--- src/rtl/instr_sequencer.sv ---
// instr_sequencer: steps through the 16-entry instruction bank, issues each word to the ALU,
// holds for its latency and strobes the register-file writes. SEQ_SINGLE_STEP_EN adds a step-gated PAUSE.
module instr_sequencer #(
    parameter int unsigned ADDR_W    = 4,
    parameter int unsigned LAST_ADDR = 15,
    parameter logic [3:0]  HALT_OPR  = 4'hF
) (
    input  logic              clock,
    input  logic              reset,
    input  logic              start,
`ifdef SEQ_SINGLE_STEP_EN
    input  logic              step,
`endif
    output logic [ADDR_W-1:0] i,
    input  logic [79:0]       word,
    output logic [3:0]        opr,
    output logic [31:0]       cnst_re,
    output logic [31:0]       cnst_im,
    output logic              cnstA,
    output logic              cnstB,
    output logic              alu_start,
    output logic [1:0]        wr_addr,
    output logic              wr_enA,
    output logic              wr_enB,
    output logic              busy,
    output logic              done
);

    localparam int unsigned MAXCLK_W = 6;
    localparam logic [ADDR_W-1:0] LAST_I = ADDR_W'(LAST_ADDR);

    typedef struct packed {
        logic [63:0]         cnst;
        logic [3:0]          opr;
        logic [MAXCLK_W-1:0] maxclk;
        logic [1:0]          endwreg;
        logic                enreg_a;
        logic                enreg_b;
        logic                cnst_a;
        logic                cnst_b;
    } word_t;

    typedef enum logic [2:0] {
        S_IDLE,
        S_FETCH,
        S_ISSUE,
        S_WAIT,
        S_WRITE,
        S_DONE
`ifdef SEQ_SINGLE_STEP_EN
        , S_PAUSE
`endif
    } state_t;

    state_t              state;
    word_t               fields;
    logic [MAXCLK_W-1:0] maxclk_q;
    logic [MAXCLK_W-1:0] wait_cnt;
    logic                enreg_a_q;
    logic                enreg_b_q;

    assign fields = word_t'(word);

    // Sequencer FSM; every output is a register updated alongside the state.
    always_ff @(posedge clock) begin
        if (reset) begin
            state     <= S_IDLE;
            i         <= '0;
            opr       <= '0;
            cnst_re   <= '0;
            cnst_im   <= '0;
            cnstA     <= 1'b0;
            cnstB     <= 1'b0;
            wr_addr   <= '0;
            maxclk_q  <= '0;
            enreg_a_q <= 1'b0;
            enreg_b_q <= 1'b0;
            wait_cnt  <= '0;
            alu_start <= 1'b0;
            wr_enA    <= 1'b0;
            wr_enB    <= 1'b0;
            busy      <= 1'b0;
            done      <= 1'b0;
        end else begin
            alu_start <= 1'b0;
            wr_enA    <= 1'b0;
            wr_enB    <= 1'b0;
            done      <= 1'b0;
            case (state)
                S_IDLE: begin
                    if (start) begin
                        i     <= '0;
                        busy  <= 1'b1;
                        state <= S_FETCH;
                    end
                end
                S_FETCH: begin
                    // A halt word leaves the previously latched fields untouched.
                    if (fields.opr == HALT_OPR) begin
                        state <= S_DONE;
                    end else begin
                        opr       <= fields.opr;
                        cnst_re   <= fields.cnst[63:32];
                        cnst_im   <= fields.cnst[31:0];
                        cnstA     <= fields.cnst_a;
                        cnstB     <= fields.cnst_b;
                        wr_addr   <= fields.endwreg;
                        maxclk_q  <= fields.maxclk;
                        enreg_a_q <= fields.enreg_a;
                        enreg_b_q <= fields.enreg_b;
                        alu_start <= 1'b1;
                        state     <= S_ISSUE;
                    end
                end
                S_ISSUE: begin
                    wait_cnt <= (maxclk_q == '0) ? MAXCLK_W'(1) : maxclk_q;
                    state    <= S_WAIT;
                end
                S_WAIT: begin
                    wait_cnt <= wait_cnt - MAXCLK_W'(1);
                    if (wait_cnt == MAXCLK_W'(1)) begin
                        wr_enA <= enreg_a_q;
                        wr_enB <= enreg_b_q;
                        state  <= S_WRITE;
                    end
                end
                S_WRITE: begin
                    if (i == LAST_I) begin
                        state <= S_DONE;
                    end else begin
`ifdef SEQ_SINGLE_STEP_EN
                        state <= S_PAUSE;
`else
                        i     <= i + ADDR_W'(1);
                        state <= S_FETCH;
`endif
                    end
                end
                S_DONE: begin
                    // done rises on the same edge busy falls, so the pulse lands in IDLE.
                    done  <= 1'b1;
                    busy  <= 1'b0;
                    state <= S_IDLE;
                end
`ifdef SEQ_SINGLE_STEP_EN
                S_PAUSE: begin
                    if (step) begin
                        i     <= i + ADDR_W'(1);
                        state <= S_FETCH;
                    end
                end
`endif
                default: begin
                    busy  <= 1'b0;
                    state <= S_IDLE;
                end
            endcase
        end
    end

endmodule

--- config.mk ---
export PLATFORM = sky130hd
export DESIGN_NAME = instr_sequencer
export DESIGN_NICKNAME = d
export VERILOG_FILES = /design/src/rtl/instr_sequencer.sv
export SDC_FILE = /design/constraint.sdc
export NUM_CORES = 1
export LEC_CHECK = 0
export CORE_MARGIN = 1
export CORE_UTILIZATION = 43
export DETAILED_ROUTE_END_ITERATION = 10
export GPL_TIMING_DRIVEN = 0
export HOLD_SLACK_MARGIN = 0.08
export PLACE_DENSITY = 0.82
export SETUP_SLACK_MARGIN = 0.1
export SYNTH_ARGS = -nofsm -noshare
export SYNTH_HDL_FRONTEND = slang
export SYNTH_SLANG_ARGS = --single-unit
--- constraint.sdc ---
create_clock -name clock -period 1.9 [get_ports clock]
set_input_delay 0.285 -clock clock [delete_from_list [all_inputs] [get_ports clock]]
set_output_delay 0.285 -clock clock [all_outputs]
set_load 0.03 [all_outputs]
==> reports/metrics.cfg <==
[floorplanning]
fp.dieW_um = 99.6
fp-row-count = 35
start_util = 0.443
coreArea_um2 = 9240
die_area_um2 = 9920
fp.dieH_um = 99.6
pin_count = 164

[worst_setup_path]
reg2reg_slack_ns = 0.34
crit_path_start = i[3]
cp-start-kind = flop
end_kind = primary output
path_cells = clkdlybuf4s50_1
crit_fanout = 5
r2r_start = wait_cnt[0]
critPathTopFamily = buffers and inverters
cp.arrival_ns = 1.46
cp.required_ns = 1.62
worst_path_largest_cell_delay_ns = 0.70
cp_slowest_cell = clkdlybuf4s50_1
crit_buf_inv = 1
crit_type = reg2out

[synth]
synth_warnings = 0
yosysSeqAreaShare = 0.479
synthFlopType = dfxtp_1
synth_common_cells = dfxtp_1, a21oi_1, nand3_1
synth_cell_types = 45
synth_async_sr_flop_share = 0
synth_nets = 572
synth-seq-cells = 98
synth_area_leaders = dfxtp_1, a21oi_1, nand3_1
synth.most_common_cell = dfxtp_1
synth-edff-count = 0
yosysTopAreaCell = dfxtp_1
postSynthCellCount = 486
synth_top_area_share = 0.479
avgSynthCellArea_um2 = 8.43
syn_area_um2 = 4100

[cts]
numCtsBuffers = 9
insertion_delay_ns = 0.37
cts_tree = built
htree_levels = 3
clkTransAtPathRegs_ns = 0.10
cts-root-buf = clkbuf_8
cts_sinks = 98
clockBufferDepth = 2

[drt]
dr.pass1.iters = 5
drt.antenna.violating_nets = 0
drt_wl_total_um = 12700
drc = 0
drt-initial-drc-count = 214
routed-via-count = 4401
viasPerCell = 5.53
wire_per_inst_um = 15.9

[job]
drv_cap = 0

[timing]
rsz0062_at_grt = no
max_freq_ghz = 0.573
hold_viol = 0
fin_crit_sh = 0.918
fin_crit_ns = 1.74
finalSetupViolCount = 0
slew_viol_final = 0
skew_ns = 0.0106
setup_slack_ns = 0.155
slew_headroom = 0.643
worstMarginPinSlew_ns = 0.535

[hold_path]
hold_class = in2reg
holdCritStartpoint = word[70]

[global_route]
antenna_found_initial = 0
grt_remaining_overflow = 0
grt_pass1_vias = 4118
grt_max_degree = 17
grt_pass1_wl_um = 19800
grtUsageTotal = 0.250

[placed_design]
numPortBuffers = 163
place.gp.congestion = 0.891
dp.cells = 778
dp.final_hpwl_um = 9340
placed_area_um2 = 5890
place_ws_ns = -0.360

[final_layout]
stdcell_area_um2 = 6120
final_cells = 796
seqCellArea_um2 = 1960
multi_input_area_um2 = 1820
nets = 748
antenna_cells = 0
syn2layout_area_growth_pct = 49.5
num-fill-cells = 789
drive_above_1_share = 0.0720

[outcome]
status = finished clean

[power_and_ir_drop]
power.total_w = 0.00548
power.density_nw_per_um2 = 896
leakagePower_nw = 2.19
peakVddDrop_mv = 0.624

## path summary, 6_finish.rpt
path / endpoint / cells past startpoint
hold reg to reg: cnst_im[22] / 2
hold / removal: cnst_re[22] / 3
setup / recovery: i[3] / 1
setup reg to reg: wait_cnt[4] / 5
## layer usage
layer	vias to the layer above	track usage	wire length (µm)
met2	196	0.416	6070
met4	0	0.106	320
met3	27	0.0548	979
met1	2052	0.312	5320
met5	-	0	0
li1	2126	-	-
## final cells by class
| class | instances | share of cell area |
|---|---|---|
| Sequential cell | 98 | 0.321 |
| Multi-Input combinational cell | 332 | 0.297 |
| Timing Repair Buffer | 165 | 0.270 |
| Clock inverter | 5 | 0.0100 |
| Buffer | 50 | 0.0482 |
| Clock buffer | 11 | 0.0247 |
| Tap cell | 129 | 0.0264 |
| Inverter | 6 | 0.00368 |
## where the power goes
group | total [W] | switching, W | internal [W]
Clock | 0.00142 | 0.000733 | 0.000688
Sequential | 0.00237 | 0.000124 | 0.00225
Combinational | 0.00169 | 0.000937 | 0.000750
Total | 0.00548 | 0.00179 | 0.00369
## state kept, by name, summed over array words and instances (netlist names)
name and flops:
cnstA 1, i 4, busy 1, state 3, cnstB 1, maxclk_q 6, cnst_re 32, wr_enA 1
wr_addr 2, alu_start 1, cnst_im 32, enreg_a_q 1, wr_enB 1, wait_cnt 6, enreg_b_q 1, done 1
opr 4
## cell families after synthesis
group                    synth area share
multiplexers                      0.00489
flip-flops                          0.479
AO/OA/AOI/OAI                       0.242
buffers and inverters              0.0776
AND/OR/NAND/NOR                     0.187
adder cells (fa/ha/maj)           0.00917
## cells in the final DEF, fill, tap and decap left out, types with 3 or more instances in the layout
cell / n
buf_2: 14
dfxtp_1: 98
nor4_1: 4
o21ai_1: 77
clkdlybuf4s50_1: 161
nor2_1: 13
o21ai_0: 3
and4_1: 5
inv_1: 6
buf_6: 11
a21oi_1: 90
buf_4: 4
clkbuf_8: 11
clkbuf_1: 23
ha_1: 3
nor2b_1: 4
nand3_1: 81
nor3_1: 7
nand2_1: 7
## metrics by stage
| stage | setup TNS [ns] | hold WS (ns) | util |
|---|---|---|---|
| global placement | -21.01 | 0.464 | 0.637 |
| global route | 0 | 0.461 | 0.662 |
| floorplan | 0 | 0.433 | - |
| CTS | 0 | 0.461 | 0.662 |
| detailed placement | -25.08 | 0.472 | 0.637 |
| finish | 0 | 0.473 | 0.662 |
## repair_timing
action | 4_1_cts | 5_1_grt
resized for setup | 0 | 2
buffers inserted | 2 | 0
hold buffers | 0 | 0
endpoints found under the setup margin | 65 | 2
pin swaps | 1 | 0
No activity file was read; power rests on OpenSTA's default activity.
